--- src/rtl/ad_uart_pkg.sv ---
// Shared types and constants for the ADC-sample UART transmitter.
package ad_uart_pkg;

    typedef enum logic [1:0] {
        IDLE = 2'd0,
        CONV = 2'd1,
        SEND = 2'd2
    } state_e;

    localparam logic [7:0] ASCII_0  = 8'h30;
    localparam logic [7:0] ASCII_CR = 8'h0D;
    localparam logic [7:0] ASCII_LF = 8'h0A;

    // Number of bytes in a formatted message: three digits plus CR LF.
    localparam logic [2:0] MSG_LEN = 3'd5;

    // Bit period in clock cycles, integer-truncated.
    function automatic int baud_div(input int clk_freq, input int baud);
        return clk_freq / baud;
    endfunction

    // Byte idx of the formatted message "hto\r\n".
    function automatic logic [7:0] msg_byte(input logic [2:0] idx,
                                            input logic [3:0] h,
                                            input logic [3:0] t,
                                            input logic [3:0] o);
        case (idx)
            3'd0:    return ASCII_0 + {4'h0, h};
            3'd1:    return ASCII_0 + {4'h0, t};
            3'd2:    return ASCII_0 + {4'h0, o};
            3'd3:    return ASCII_CR;
            3'd4:    return ASCII_LF;
            default: return 8'h00;
        endcase
    endfunction

endpackage

--- src/rtl/ad_uart_tx_if.sv ---
// Sample input and serial output bundle of ad_uart_tx.
interface ad_uart_tx_if;
    logic [7:0] ad_data;
    logic       ad_done;
    logic       uart_tx;
    logic       busy;
    logic       drop;

    modport master (output ad_data, ad_done, input uart_tx, busy, drop);
    modport slave  (input ad_data, ad_done, output uart_tx, busy, drop);
endinterface

--- src/rtl/uart_byte_tx.sv ---
// 8N1 byte transmitter. done pulses in the last stop-bit cycle; a start
// in that same cycle chains the next byte with no idle gap.
module uart_byte_tx #(
    parameter int BAUD_DIV = 5208
) (
    input  logic       clk,
    input  logic       rst_n,
    input  logic       start,
    input  logic [7:0] data,
    output logic       tx,
    output logic       done
);
    localparam int CNT_W = (BAUD_DIV > 1) ? $clog2(BAUD_DIV) : 1;

    logic             active_q, active_d;
    logic             tx_q, tx_d;
    logic [7:0]       shift_q, shift_d;
    logic [3:0]       bit_q, bit_d;
    logic [CNT_W-1:0] baud_q, baud_d;
    logic             bit_end;
    logic             last_bit;

    // bit_q: 0 = start bit, 1..8 = data bits, 9 = stop bit.
    assign bit_end  = active_q && (baud_q == CNT_W'(BAUD_DIV - 1));
    assign last_bit = (bit_q == 4'd9);
    assign done     = bit_end && last_bit;
    assign tx       = tx_q;

    // Advance baud/bit counters and shift the next line level out.
    // NOTE: every variable gets its hold value first so no path leaves it unassigned (no latch).
    always_comb begin
        active_d = active_q;
        tx_d     = tx_q;
        shift_d  = shift_q;
        bit_d    = bit_q;
        baud_d   = baud_q;
        if (active_q) begin
            if (bit_end) begin
                baud_d = '0;
                if (last_bit) begin
                    active_d = 1'b0;
                end else begin
                    bit_d   = bit_q + 4'd1;
                    tx_d    = shift_q[0];
                    shift_d = {1'b1, shift_q[7:1]};
                end
            end else begin
                baud_d = baud_q + CNT_W'(1);
            end
        end
        if (start && (!active_q || done)) begin
            active_d = 1'b1;
            tx_d     = 1'b0;
            shift_d  = data;
            bit_d    = 4'd0;
            baud_d   = '0;
        end
    end

    // Transmitter state register with synchronous reset to an idle-high line.
    // NOTE: non-blocking assignments so every flop samples pre-edge values.
    always_ff @(posedge clk) begin
        if (!rst_n) begin
            active_q <= 1'b0;
            tx_q     <= 1'b1;
            shift_q  <= '0;
            bit_q    <= '0;
            baud_q   <= '0;
        end else begin
            active_q <= active_d;
            tx_q     <= tx_d;
            shift_q  <= shift_d;
            bit_q    <= bit_d;
            baud_q   <= baud_d;
        end
    end

endmodule

--- src/rtl/ad_uart_tx.sv ---
// Sends each accepted ADC sample over an 8N1 UART line.
// Macro AD_UART_ASCII_EN: send "hto\r\n" decimal text instead of the raw byte.
module ad_uart_tx
    import ad_uart_pkg::*;
#(
    parameter int CLK_FREQ = 50_000_000,
    parameter int BAUD     = 9600
) (
    input logic         clk,
    input logic         rst_n,
    ad_uart_tx_if.slave bus
);
    localparam int BAUD_DIV = baud_div(CLK_FREQ, BAUD);

    state_e     state_q, state_d;
    logic       busy_q, busy_d;
    logic       drop_q, drop_d;
    logic       accept;
    logic       tx_start;
    logic [7:0] tx_data;
    logic       tx_done;
    logic       tx_line;
`ifdef AD_UART_ASCII_EN
    logic [7:0] rem_q, rem_d;
    logic [3:0] hund_q, hund_d;
    logic [3:0] tens_q, tens_d;
    logic [2:0] idx_q, idx_d;
`endif

    assign accept = bus.ad_done && (state_q == IDLE) && !busy_q;

    // Message sequencing: accept, convert to digits, feed bytes to the transmitter.
    always_comb begin
        state_d  = state_q;
        busy_d   = busy_q;
        drop_d   = bus.ad_done && !accept;
        tx_start = 1'b0;
        tx_data  = 8'h00;
`ifdef AD_UART_ASCII_EN
        rem_d    = rem_q;
        hund_d   = hund_q;
        tens_d   = tens_q;
        idx_d    = idx_q;
`endif
        case (state_q)
            IDLE: begin
                if (accept) begin
                    busy_d = 1'b1;
`ifdef AD_UART_ASCII_EN
                    rem_d   = bus.ad_data;
                    hund_d  = 4'd0;
                    tens_d  = 4'd0;
                    state_d = CONV;
`else
                    tx_start = 1'b1;
                    tx_data  = bus.ad_data;
                    state_d  = SEND;
`endif
                end
            end
`ifdef AD_UART_ASCII_EN
            CONV: begin
                if (rem_q >= 8'd100) begin
                    rem_d  = rem_q - 8'd100;
                    hund_d = hund_q + 4'd1;
                end else if (rem_q >= 8'd10) begin
                    rem_d  = rem_q - 8'd10;
                    tens_d = tens_q + 4'd1;
                end else begin
                    // Digits are final: launch the first byte this cycle.
                    tx_start = 1'b1;
                    tx_data  = msg_byte(3'd0, hund_q, tens_q, rem_q[3:0]);
                    idx_d    = 3'd1;
                    state_d  = SEND;
                end
            end
`endif
            SEND: begin
                if (tx_done) begin
`ifdef AD_UART_ASCII_EN
                    if (idx_q == MSG_LEN) begin
                        state_d = IDLE;
                        busy_d  = 1'b0;
                    end else begin
                        tx_start = 1'b1;
                        tx_data  = msg_byte(idx_q, hund_q, tens_q, rem_q[3:0]);
                        idx_d    = idx_q + 3'd1;
                    end
`else
                    state_d = IDLE;
                    busy_d  = 1'b0;
`endif
                end
            end
            default: state_d = IDLE;
        endcase
    end

    // Sequencer registers with synchronous active-low reset.
    always_ff @(posedge clk) begin
        if (!rst_n) begin
            state_q <= IDLE;
            busy_q  <= 1'b0;
            drop_q  <= 1'b0;
`ifdef AD_UART_ASCII_EN
            rem_q   <= '0;
            hund_q  <= '0;
            tens_q  <= '0;
            idx_q   <= '0;
`endif
        end else begin
            state_q <= state_d;
            busy_q  <= busy_d;
            drop_q  <= drop_d;
`ifdef AD_UART_ASCII_EN
            rem_q   <= rem_d;
            hund_q  <= hund_d;
            tens_q  <= tens_d;
            idx_q   <= idx_d;
`endif
        end
    end

    uart_byte_tx #(.BAUD_DIV(BAUD_DIV)) u_byte_tx (
        .clk   (clk),
        .rst_n (rst_n),
        .start (tx_start),
        .data  (tx_data),
        .tx    (tx_line),
        .done  (tx_done)
    );

    assign bus.uart_tx = tx_line;
    assign bus.busy    = busy_q;
    assign bus.drop    = drop_q;

endmodule

--- src/flat_wrapper.sv ---
// flat-port wrapper written by rule: the top's interface ports become plain ports
module ad_uart_tx_flat import ad_uart_pkg::*;
#(
    parameter int CLK_FREQ = 50_000_000,
    parameter int BAUD     = 9600
)
  (clk, rst_n, bus_ad_data, bus_ad_done, bus_uart_tx, bus_busy, bus_drop);
  ad_uart_tx_if bus_i ();
  input logic clk;
  input logic rst_n;
  input wire logic [$bits(bus_i.ad_data)-1:0] bus_ad_data;
  input wire logic [$bits(bus_i.ad_done)-1:0] bus_ad_done;
  output wire logic [$bits(bus_i.uart_tx)-1:0] bus_uart_tx;
  output wire logic [$bits(bus_i.busy)-1:0] bus_busy;
  output wire logic [$bits(bus_i.drop)-1:0] bus_drop;
  assign bus_i.ad_data = bus_ad_data;
  assign bus_i.ad_done = bus_ad_done;
  assign bus_uart_tx = bus_i.uart_tx;
  assign bus_busy = bus_i.busy;
  assign bus_drop = bus_i.drop;
  ad_uart_tx #(.CLK_FREQ(CLK_FREQ), .BAUD(BAUD)) u_core (.clk(clk), .rst_n(rst_n), .bus(bus_i));
endmodule
--- config.mk ---
export PLATFORM = sky130hd
export DESIGN_NAME = ad_uart_tx_flat
export DESIGN_NICKNAME = d
export VERILOG_FILES = /design/src/rtl/ad_uart_pkg.sv /design/src/rtl/ad_uart_tx_if.sv /design/src/rtl/uart_byte_tx.sv /design/src/rtl/ad_uart_tx.sv /design/src/flat_wrapper.sv
export SDC_FILE = /design/constraint.sdc
export NUM_CORES = 1
export LEC_CHECK = 0
export ABC_AREA = 1
export BUFFER_PORTS_ARGS = -buffer_cell sky130_fd_sc_hd__clkbuf_2
export CORE_MARGIN = 1.5
export CORE_UTILIZATION = 52
export CTS_CLUSTER_SIZE = 10
export DETAILED_ROUTE_END_ITERATION = 7
export PLACE_DENSITY = 0.74
export SETUP_SLACK_MARGIN = 0.02
export SLEW_MARGIN = 30
export SYNTH_ARGS = -nofsm -noshare
export SYNTH_HDL_FRONTEND = slang
export SYNTH_SLANG_ARGS = --single-unit
export TNS_END_PERCENT = 20
--- constraint.sdc ---
create_clock -name clk -period 1.65 [get_ports clk]
set_input_delay 0.0825 -clock clk [delete_from_list [all_inputs] [get_ports clk]]
set_output_delay 0.0825 -clock clk [all_outputs]
set_load 0.01 [all_outputs]
* Word level (Yosys, flattened, before mapping) *
Index checks and enable logic that the tools add are counted.

cells by class
  equal/unequal tests = 6
  bitwise operators = 2
  reduce and logical (&&, ||, !) cells = 19
  add/subtract/negate cells = 2
  multiplexer cells = 23

operators with widths
  cell                     number
  $mux W8                  6
  $add A13 B1 Y13 const B  1
  $eq A13 B13 Y1 const B   1
  $mux W13                 1
  $mux W1                  12
  $reduce_and A3 Y1        3
  $logic_and A1 B1 Y1      6
  $reduce_bool A2 Y1       3
  $add A4 B1 Y4 const B    1
  $eq A4 B4 Y1 const B     1
  $mux W2                  2
  $ne A2 B1 Y1 const B     2
  $pmux W2 S2              1
  $logic_not A1 Y1         3
  $eq A2 B2 Y1 const B     1
  $logic_not A2 Y1         1
  $ne A2 B2 Y1 const B     1
  $not A1 Y1               2
  $pmux W1 S2              1
  $reduce_and A2 Y1        1
  $reduce_or A2 Y1         1
  $logic_or A1 B1 Y1       1

word-level totals
  word-level logic and storage cells = 60
  output and inout bits = 3
  register bits after elaboration = 31
  bits of input ports = 11

* Longest topological paths before layout *
Gate-level depths: netlist (run 1).

  depth after elaboration = 8
  mapped depth = 11
  gate-level depth less buffers = 11

* Cells and area by module *
Synthesis (run 1) repeated with hierarchy kept, for this count alone.

second synthesis, totals
  cells, all modules = 242
  area total of the unflattened synthesis = 1592.8 um2

modules (own cells, without submodules)
  module        area an instance (um2)  cells an instance  times used
  uart_byte_tx  1448.9                  216                1
  ad_uart_tx    143.9                   26                 1

* Least setup slack after synthesis (run 1) *
OpenSTA, ideal clock, no wires.

  path type = reg2reg
  from = register u_core.u_byte_tx.bit_q[0]
  to = register u_core.u_byte_tx.shift_q[7]
  stages on the path, launching flop included = 10
  path slack = 0.078 ns
  data required time = 1.537 ns
  data arrival time = 1.459 ns
  buffers on the path = 1
  period minus slack after synthesis = 1.572 ns
  cell sequence = dfxtp_1 -> ha_1 -> nand2_1 -> nor2_1 -> nand3_2 -> nand2_4 -> nand2_8 -> buf_6 -> o21ai_2 -> nor2_1

on the way
  longest elaborated chain between the ends = 6
  elaborated cells on any way between the ends = 9
  classes of those cells = eq/ne (2); mux (1); reduce/logical (6)

ends and longest elaborated chain
  element                                                       line                source
  start, declared                                               uart_byte_tx.sv:18  logic [3:0] bit_q, bit_d;
  start signal, assigned                                        uart_byte_tx.sv:73  bit_q <= bit_d;
  $eq A4 B4 Y1 *                                                uart_byte_tx.sv:25  assign last_bit = (bit_q == 4'd9);
  $logic_and A1 B1 Y1                                           uart_byte_tx.sv:26  assign done = bit_end && last_bit;
  $logic_or A1 B1 Y1                                            uart_byte_tx.sv:51  if (start && (!active_q || done)) begin
  $logic_and A1 B1 Y1                                           uart_byte_tx.sv:51
  $ne A2 B1 Y1 (no line) or $reduce_bool A2 Y1 (tied branches)  --
  $reduce_and A3 Y1 (no line)                                   --
  end signal, assigned                                          uart_byte_tx.sv:72  shift_q <= shift_d;
  end, declared                                                 uart_byte_tx.sv:17  logic [7:0] shift_q, shift_d;

Every way passes the cells marked *; elsewhere a longest branch is shown, timed or not.
A chain may end at the register's enable or synchronous reset.

* Worst setup path after layout (run 1) *
  from = register u_core.u_byte_tx.baud_q[0]
  to = register u_core.u_byte_tx.bit_q[1]

on the way
  longest elaborated chain between the ends = 6
  elaborated cells on any way between the ends = 7
  classes of those cells = eq/ne (1); reduce/logical (6)

ends and longest elaborated chain
  element                     line                source
  start, declared             uart_byte_tx.sv:19  logic [CNT_W-1:0] baud_q, baud_d;
  start signal, assigned      uart_byte_tx.sv:74  baud_q <= baud_d;
  $eq A13 B13 Y1 *            uart_byte_tx.sv:24  assign bit_end = active_q && (baud_q == CNT_W'(BAUD_DIV - 1));
  $logic_and A1 B1 Y1 *       uart_byte_tx.sv:24
  $logic_and A1 B1 Y1         uart_byte_tx.sv:26
  $logic_or A1 B1 Y1          uart_byte_tx.sv:51
  $logic_and A1 B1 Y1         uart_byte_tx.sv:51
  $reduce_or A2 Y1 (no line)  --

Marked as above.

==> results.cfg, run 1 <==
[sta]
fin_skew_ps = 9.353
period_minus_slack_ps = 1550
finalCritPeriodShare_pct = 93.94
hold_viol = 0
max-slew-margin-rel_pct = 81.26
maxSlewViolCount = 0
postLayoutSetupSlackWorst_ps = 100.0
tightest_slew_ps = 279.3
setup_viol = 0
rsz0062_at_grt = true
max_clock_freq_mhz = 645.2
hold_slack_ps = 9.794

[yosys]
synth_top_area_cell = dfxtp_1
synth.area.top_cells = dfxtp_1 38%, nand2_1 13%, nand3_1 7.4%, inv_1 6.1%, nor2_1 6.1%
ys_warn_count = 0
syn-num-nets = 234
seq_area_frac_synth_pct = 37.57
synth.top_cell.area_share_pct = 37.57
synth_area_per_cell_um2 = 7.024
synthCells = 220
synth-seq-cells = 29
yosysUniqueCellTypes = 29
synth_area_mm2 = 0.001545

[power]
finalPower_w = 0.001337
ir_drop_v = 0.0007186
p_leak_nw = 0.7742
cellInternalPower_w = 0.0009911
p_sw_w = 0.0003460
p_per_area_mw_per_mm2 = 732.4
seq_power_share_pct = 55.8
clkPwrFrac_pct = 32.5
swShare_pct = 25.88
comb_power_share_pct = 11.7

[die]
die-area_mm2 = 0.003307
die_w_um = 57.51
die_h_um = 57.51
rows = 19
start_util_pct = 55.56
core_area_mm2 = 0.002781
io_pins = 14

[routing]
wl_per_cell_um = 10.83
drt_iter0_markers = 87
routed_via_density = 4.898
drt_pre_antenna_iters = 4
drt_wl_total_um = 3064
drcViolationCount = 0
route.vias.total = 1386
antenna_left = 0

[cts]
clk_latency_ps = 330
numCtsBuffers = 5
cts_tree = yes
clock_path_buffers = 2
post_cts_buffers = 0
cts.sink_count = 29
ctsRootBufferMaster = clkbuf_4
htree_levels = 2
clkSlewWorstSetupHoldPaths_ps = 90

[layout]
multi_input_comb_area_um2 = 864.6
regArea_um2 = 581.8
drive_above_1_share_pct = 23.02
nNetsFinal = 266
nFillCells = 263
diodes = 0
final_common_cell = nand2_1
final_cell_mix = 54 x nand2_1, 28 x dfxtp_1, 25 x inv_1
syn_to_final_growth_pct = 18.14
final_area_mm2 = 0.001826

[critical_path]
arrival_ps = 1810
critPathRequiredTime_ps = 1910
ff2ff_setup_slack_ps = 100
end_kind = flop
start_kind = flop
worstSetupPathType = reg -> reg
worst-path-max-fanout = 12

[grt]
grt-ovfl-total = 0
grt_pass1_wl_um = 5154
grt_start_max_net_pins = 20
grt_util_all_layers_pct = 20.16
grt_pass1_vias = 1232
antenna_found_initial = 0

[place]
place_congestion = 0.8026
io_buffers = 13
place_ws_ps = 43.05
place_hpwl_um = 2218
place_area_mm2 = 0.001719

[run_status]
status = complete, no violations

[worst_hold_path]
hold_class = in -> reg

[job]
drv_cap = 0
## critical path, cell delays in order (launching register included)
cell and delay, ps:
dfxtp_1 360, ha_1 190, nand3_2 120, nor2_4 150, nand2_2 90, nor2_4 120
inv_2 110, or2_0 230, a21oi_2 120
## per-layer routing
| metal | vias to the layer above | share of wire [%] | track usage, % |
|---|---|---|---|
| met4 | 0 | 1.4 | 6.977 |
| met5 | - | 0 | 0 |
| li1 | 760 | - | - |
| met2 | 18 | 45 | 30.03 |
| met3 | 5 | 3.5 | 6.803 |
| met1 | 603 | 50 | 27.30 |
## per-stage QoR
| stage | utilization, % | setup TNS (ps) | cells |
|---|---|---|---|
| CTS | 64.15 | 0 | 282 |
| global placement | 61.81 | 0 | 274 |
| detailed placement | 61.81 | 0 | 274 |
| finish | 65.63 | 0 | 283 |
| global route | 65.63 | -20.22 | 283 |
| floorplan | - | 0 | 220 |
## final timing paths
path                                                               start                                       end  cells past startpoint
worst max-delay path             u_core.u_byte_tx.baud_q[0]$_SDFFE_PP0P_    u_core.u_byte_tx.bit_q[1]$_SDFFE_PP0P_                      8
worst min-delay path                                      bus_ad_data[7]  u_core.u_byte_tx.shift_q[7]$_SDFFE_PN0P_                      3
worst max register to register   u_core.u_byte_tx.baud_q[0]$_SDFFE_PP0P_    u_core.u_byte_tx.bit_q[1]$_SDFFE_PP0P_                      8
worst min register to register  u_core.u_byte_tx.shift_q[3]$_SDFFE_PN0P_  u_core.u_byte_tx.shift_q[3]$_SDFFE_PN0P_                      2
## registers in the layout (all words and copies together) (netlist names)
signal                     flops
u_core.u_byte_tx.baud_q       13
u_core.bus.drop                1
u_core.u_byte_tx.bit_q         4
u_core.u_byte_tx.tx            1
u_core.u_byte_tx.active_q      1
u_core.bus.busy                1
u_core.u_byte_tx.shift_q       8
## cells in the mapped netlist
master / n
nor2_1: 25
clkbuf_4: 1
buf_6: 2
nand2_8: 1
buf_2: 1
nor2_2: 7
nor3_1: 8
a21oi_1: 12
nand3_1: 23
or2_0: 1
nand4_1: 4
a31o_2: 1
o21ai_2: 1
nand2_1: 54
inv_1: 25
nor2_4: 1
or2_2: 1
a22oi_1: 1
o21ai_0: 2
nand3_2: 2
xnor2_1: 1
ha_1: 3
nand2_4: 2
xor2_1: 7
nand2_2: 1
dfxtp_1: 29
a21oi_2: 1
inv_2: 2
clkinv_1: 1
## power groups by stage
stage / sequential [W] / combinational, W / clock [W]
finish: 0.000746 / 0.000157 / 0.000434
global route: 0.000749 / 0.000176 / 0.000476
CTS: 0.000745 / 0.000149 / 0.000448
detailed placement: 0.000762 / 0.000146 / 0
global placement: 0.000762 / 0.000145 / 0
floorplan: 0.000759 / 0.000110 / 0
## layout make-up
type / count / area share [%]
sequential: 29 / 31.87
multi-input combinational: 160 / 47.36
timing repair buffer: 28 / 9.870
inverter: 28 / 5.757
clock buffer: 7 / 3.016
tap: 31 / 2.125
## logic make-up (layout without fill, tap and decap cells)
kind of cell    Yosys count  count (layout)  synth area share (%)
buf+inv                  32              63                 9.069
compound gates           18              18                 6.721
flops                    29              29                 37.57
simple gates            130             131                 39.68
xor+xnor                  8               8                 4.535
fa+ha+maj                 3               3                 2.429
## repair_timing
item,CTS,global route
hold endpoints to repair,1,0
resized for setup,0,8
hold buffers,1,0
endpoints found under the setup margin,0,16
Note: power is estimated with default switching activity, not from simulation.
==> run 2, diff against run 1 <==
--- a/config.mk
+++ b/config.mk
@@ -5,13 +5,13 @@
 export SDC_FILE = /design/constraint.sdc
 export NUM_CORES = 1
 export LEC_CHECK = 0
-export ABC_AREA = 1
+export ABC_AREA = 0
 export BUFFER_PORTS_ARGS = -buffer_cell sky130_fd_sc_hd__clkbuf_2
 export CORE_MARGIN = 1.5
-export CORE_UTILIZATION = 52
+export CORE_UTILIZATION = 51
 export CTS_CLUSTER_SIZE = 10
 export DETAILED_ROUTE_END_ITERATION = 7
-export PLACE_DENSITY = 0.74
+export PLACE_DENSITY = 0.73
 export SETUP_SLACK_MARGIN = 0.02
 export SLEW_MARGIN = 30
 export SYNTH_ARGS = -nofsm -noshare
==> results.cfg, run 2 <==
[yosys]
postSynth.asyncResetShare_pct = 0
synth_top_area_cell = dfxtp_1
synthCells = 141
synth-seq-cells = 29
synth-edff-count = 0
syn-num-nets = 155
synth.area.top_cells = dfxtp_1 44%, nor2_1 6.0%, xor2_1 6.0%, mux2i_1 5.3%, a21oi_1 4.2%
synth_area_per_cell_um2 = 9.326
yosysUniqueCellTypes = 33
yosys.cell_count.top_type = dfxtp_1
synthFlopType = dfxtp_1
ys_warn_count = 0
seq_area_frac_synth_pct = 44.15
synth.top_cell.area_share_pct = 44.15
synth_area_mm2 = 0.001315
synth_common_cells = 29 x dfxtp_1, 21 x nor2_1, 11 x a21oi_1

[run_status]
status = complete, but fails checks
violations = negative setup slack

[sta]
period_minus_slack_ps = 2155
finalCritPeriodShare_pct = 130.6
fin_skew_ps = 7.839
setup_viol = 28
maxSlewViolCount = 0
hold_viol = 0
setup_tns_ps = -7953
postLayoutSetupSlackWorst_ps = -504.6
hold_slack_ps = 41.41
tightest_slew_ps = 296.3
max_clock_freq_mhz = 464.1
rsz0062_at_grt = true
max-slew-margin-rel_pct = 80.10

[worst_hold_path]
hold_class = in -> reg
hp-start = bus_ad_data[7]

[grt]
grt_pass1_vias = 1153
grt_pass1_wl_um = 4512
grt_start_max_net_pins = 12
grt-ovfl-total = 0
antenna_found_initial = 0
grt_util_all_layers_pct = 22.06

[die]
die_w_um = 53.78
start_util_pct = 53.57
core_area_mm2 = 0.002455
die-area_mm2 = 0.002892
io_pins = 14
rows = 18
die_h_um = 53.78

[place]
io_buffers = 13
place_area_mm2 = 0.001648
place_congestion = 0.7189
place_hpwl_um = 2185
place_ws_ps = -441.6

[layout]
top_regs = u_core.u_byte_tx.baud_q (13), u_core.u_byte_tx.shift_q (8), u_core.u_byte_tx.bit_q (4)
drive_above_1_share_pct = 37.17
diodes = 0
largest_reg_flops = 13
multi_input_comb_area_um2 = 730.7
final_common_cell = buf_4
final_cell_mix = 31 x buf_4, 27 x dfxtp_1, 21 x nor2_1
regMostFlops = u_core.u_byte_tx.baud_q
syn_to_final_growth_pct = 37.77
nNetsFinal = 204
regArea_um2 = 583.1
final_area_mm2 = 0.001812
nFillCells = 174

[routing]
antenna_left = 0
drt_pre_antenna_iters = 4
route.vias.total = 1194
wl_per_cell_um = 13.47
drcViolationCount = 0
drt_wl_total_um = 2977
drt_iter0_markers = 23
routed_via_density = 5.403

[cts]
numCtsBuffers = 5
clk_latency_ps = 340
clkSlewWorstSetupHoldPaths_ps = 100
cts_tree = yes
clock_path_buffers = 2
ctsRootBufferMaster = clkbuf_4
cts.sink_count = 29
htree_levels = 2

[power]
finalPower_w = 0.001619
p_per_area_mw_per_mm2 = 893.5
p_leak_nw = 0.7534
ir_drop_v = 0.001051

[critical_path]
timing.rr.start = u_core.u_byte_tx.baud_q[9]$_SDFFE_PP0P_
worstPathCellList = or4b_4 -> or4_4 -> nor2_8 -> buf_8 -> mux2i_1 -> a21oi_1
worst-path-max-fanout = 7
slowest_stage = or4b_4
start_kind = flop
worstSetupPathType = reg -> reg
end_kind = flop
arrival_ps = 2370
cp_top_family = simple AND/OR/NAND/NOR gates
crit_start = u_core.u_byte_tx.baud_q[9]$_SDFFE_PP0P_
critPathRequiredTime_ps = 1870
critPathMaxStageDelay_ps = 550
timing.critical_path.buf_inv = 1

[job]
drv_cap = 0
run 2: changes by cell type in the layout (fill, tap and decap cells not counted), sizes merged, moves of 11 or more:
cell | previous run | this run
buf | 14 | 33
nand2 | 59 | 7
inv | 27 | 4
nor2 | 33 | 22
nand3 | 25 | 7
run 2: final timing paths:
check | end | slack [ps] | cells after the start
min | u_core.u_byte_tx.shift_q[7]$_SDFFE_PN0P_ | 40 | 3
min reg2reg | u_core.u_byte_tx.shift_q[0]$_SDFFE_PN0P_ | 520 | 2
max reg2reg | u_core.u_byte_tx.shift_q[1]$_SDFFE_PN0P_ | -500 | 6
max | u_core.u_byte_tx.shift_q[1]$_SDFFE_PN0P_ | -500 | 6
run 2: metal layers:
metal	up-vias	global-route usage (%)	part of all wire [%]
met5	-	0	0
li1	595	-	-
met3	9	5.833	3.9
met2	23	41.67	52
met4	0	12.82	2.5
met1	567	21.06	41
run 2: stage by stage:
stage	util (%)	std cells
after floorplan	-	141
after detailed placement	67.13	211
after CTS	72.48	220
after global placement	67.13	211
after global routing	73.80	221
final	73.80	221
run 2: report_power, final:
part	leakage [nW]	switching, W	total (W)	internal [W]
Clock	0.0552	0.000260	0.000729	0.000469
Combinational	0.461	0.0000733	0.000144	0.0000704
Sequential	0.237	0.0000200	0.000746	0.000726
run 2: cell type report:
cell class                 count  area share (%)
clock buffer                   5           2.072
clock inverter                 3           3.591
inverter                       4          0.8287
multi-input combinational    103           40.33
sequential                    29           32.18
tap                           30           2.072
timing repair buffer          47           18.92
run 2: worst min-delay path, cell delays in order:
cell and delay (ps):
clkbuf_2 80, nor2_1 120, a211oi_2 60
run 2: cells by family after synthesis:
logic type               after synthesis  share of synthesized area (%)
multiplexers                           8                          6.185
XOR/XNOR                              13                          8.658
AND/OR/NAND/NOR                       55                          23.31
AO/OA/AOI/OAI                         24                          10.85
flip-flops                            29                          44.15
buffers and inverters                  9                          3.995
adder cells (fa/ha/maj)                3                          2.855
run 2: repair_timing:
item                                    in CTS  in global routing
resized for setup                            6                  4
pin swaps                                    0                  5
hold endpoints to repair                     1                  0
hold buffers                                 1                  0
buffers inserted                             0                  1
endpoints found under the setup margin      28                 28
gates cloned                                 0                  0
==> run 3, diff against run 2 <==
--- a/config.mk
+++ b/config.mk
@@ -11,7 +11,7 @@
 export CORE_UTILIZATION = 51
 export CTS_CLUSTER_SIZE = 10
 export DETAILED_ROUTE_END_ITERATION = 7
-export PLACE_DENSITY = 0.73
+export PLACE_DENSITY_LB_ADDON = 0.08
 export SETUP_SLACK_MARGIN = 0.02
 export SLEW_MARGIN = 30
 export SYNTH_ARGS = -nofsm -noshare
==> results.cfg, run 3 (synthesis gave the netlist of run 2 again) <==
[run_status]
status = complete, but fails checks
violations = negative setup slack

[worst_hold_path]
hp-start = bus_ad_data[4]
hold_class = in -> reg
hold_end = u_core.u_byte_tx.shift_q[4]$_SDFFE_PN0P_
hold_path_depth = 3

[place]
io_buffers = 13
place_ws_ps = -359.6
place_hpwl_um = 2025
dp_cells = 210
place_area_mm2 = 0.001628
place_congestion = 0.7530

[layout]
finalNonFillerCells = 221
nNetsFinal = 204
final_cell_mix = 30 x buf_4, 27 x dfxtp_1, 21 x nor2_1
diodes = 0
regMostFlops = u_core.u_byte_tx.baud_q
final_area_mm2 = 0.001759
final_common_cell = buf_4
syn_to_final_growth_pct = 33.78
largest_reg_flops = 13
drive_above_1_share_pct = 35.60
top_regs = u_core.u_byte_tx.baud_q (13), u_core.u_byte_tx.shift_q (8), u_core.u_byte_tx.bit_q (4)

[sta]
maxSlewViolCount = 0
postLayoutSetupSlackWorst_ps = -403.1
hold_slack_ps = 43.45
fin_skew_ps = 8.790
max-slew-margin-rel_pct = 67.60
rsz0062_at_grt = true
hold_viol = 0
period_minus_slack_ps = 2053
setup_viol = 28
max_clock_freq_mhz = 487.1
finalCritPeriodShare_pct = 124.4
tightest_slew_ps = 484.2

[grt]
grt_pass1_vias = 1113
antenna_found_initial = 0
grt-ovfl-total = 0
grt_pass1_wl_um = 4491
grt_start_max_net_pins = 11
grt_util_all_layers_pct = 22.27

[power]
p_per_area_mw_per_mm2 = 775.9
ir_drop_v = 0.0007321
p_leak_nw = 0.7354
finalPower_w = 0.001365

[die]
rows = 18
die_h_um = 53.78
die_w_um = 53.78
io_pins = 14
die-area_mm2 = 0.002892
core_area_mm2 = 0.002455
start_util_pct = 53.57

[cts]
cts.sink_count = 29
ctsRootBufferMaster = clkbuf_4
clock_path_buffers = 2
cts_tree = yes
numCtsBuffers = 5
clkSlewWorstSetupHoldPaths_ps = 90
htree_levels = 2
clk_latency_ps = 330

[critical_path]
end_kind = flop
ff2ff_setup_slack_ps = -400
worst_r2r_endpoint = u_core.u_byte_tx.tx$_SDFFE_PN1P_
timing.rr.start = u_core.u_byte_tx.baud_q[9]$_SDFFE_PP0P_
worstSetupPathType = reg -> reg
start_kind = flop
reg2reg_depth = 5
arrival_ps = 2290
critPathRequiredTime_ps = 1880
worst-path-max-fanout = 4

[job]
drv_cap = 0

[routing]
antenna_left = 0
drt_iter0_markers = 15
drcViolationCount = 0
wl_per_cell_um = 12.43
route.vias.total = 1151
drt_wl_total_um = 2747
routed_via_density = 5.208
drt_pre_antenna_iters = 4
-- run 3: what timing repair did --
action | 4_1_cts | 5_1_grt
endpoints found under the setup margin | 28 | 28
cloned | 0 | 0
resized for setup | 5 | 2
pin swaps | 5 | 3
hold buffers | 1 | 0
buffers inserted | 1 | 1
hold endpoints to repair | 1 | 0
-- run 3: report_power, final --
| group | leakage [nW] | internal [W] | switching (W) |
|---|---|---|---|
| Combinational | 0.457 | 0.0000632 | 0.0000648 |
| Clock | 0.0413 | 0.000247 | 0.000249 |
| Sequential | 0.237 | 0.000726 | 0.0000149 |
-- run 3: worst max path at each step --
stage	startpoint	end	slack, ps	cells past startpoint
finish	u_core.u_byte_tx.baud_q[9]$_SDFFE_PP0P_	u_core.u_byte_tx.tx$_SDFFE_PN1P_	-400	5
global route	u_core.u_byte_tx.baud_q[9]$_SDFFE_PP0P_	u_core.u_byte_tx.shift_q[2]$_SDFFE_PN0P_	-450	6
CTS	u_core.u_byte_tx.baud_q[9]$_SDFFE_PP0P_	u_core.u_byte_tx.bit_q[2]$_SDFFE_PP0P_	-380	6
detailed placement	u_core.u_byte_tx.baud_q[9]$_SDFFE_PP0P_	u_core.u_byte_tx.shift_q[1]$_SDFFE_PN0P_	-360	6
global placement	u_core.u_byte_tx.baud_q[9]$_SDFFE_PP0P_	u_core.u_byte_tx.bit_q[2]$_SDFFE_PP0P_	-340	6
floorplan	u_core.u_byte_tx.baud_q[9]$_SDFFE_PP0P_	u_core.u_byte_tx.tx$_SDFFE_PN1P_	-430	6
-- run 3: worst max-delay path, stage by stage (launching register included) --
cell,delay (ps)
dfxtp_2,330
or4b_4,550
or4_4,490
nor2_8,140
mux2_4,300
a21o_1,150
-- run 3: cell type report --
type | count | area [µm²]
sequential | 29 | 583.1
multi-input combinational | 103 | 710.7
tap | 30 | 37.54
clock inverter | 1 | 5.005
fill | 192 | 695.7
clock buffer | 7 | 65.06
inverter | 4 | 15.01
timing repair buffer | 47 | 342.8
-- run 3: stage by stage --
| stage | setup TNS, ps | util (%) |
|---|---|---|
| after floorplan | -8268 | - |
| after global placement | -7034 | 66.31 |
| after detailed placement | -7159 | 66.31 |
| after CTS | -7023 | 70.39 |
| after global routing | -8956 | 71.66 |
| final | -7070 | 71.66 |
-- run 3: metal layers --
metal	global-route usage (%)	up-vias	routed length, µm
met5	0	-	0
met4	9.402	0	49
met3	7.778	7	98
met2	38.82	13	1323
met1	24.26	543	1275
li1	-	588	-
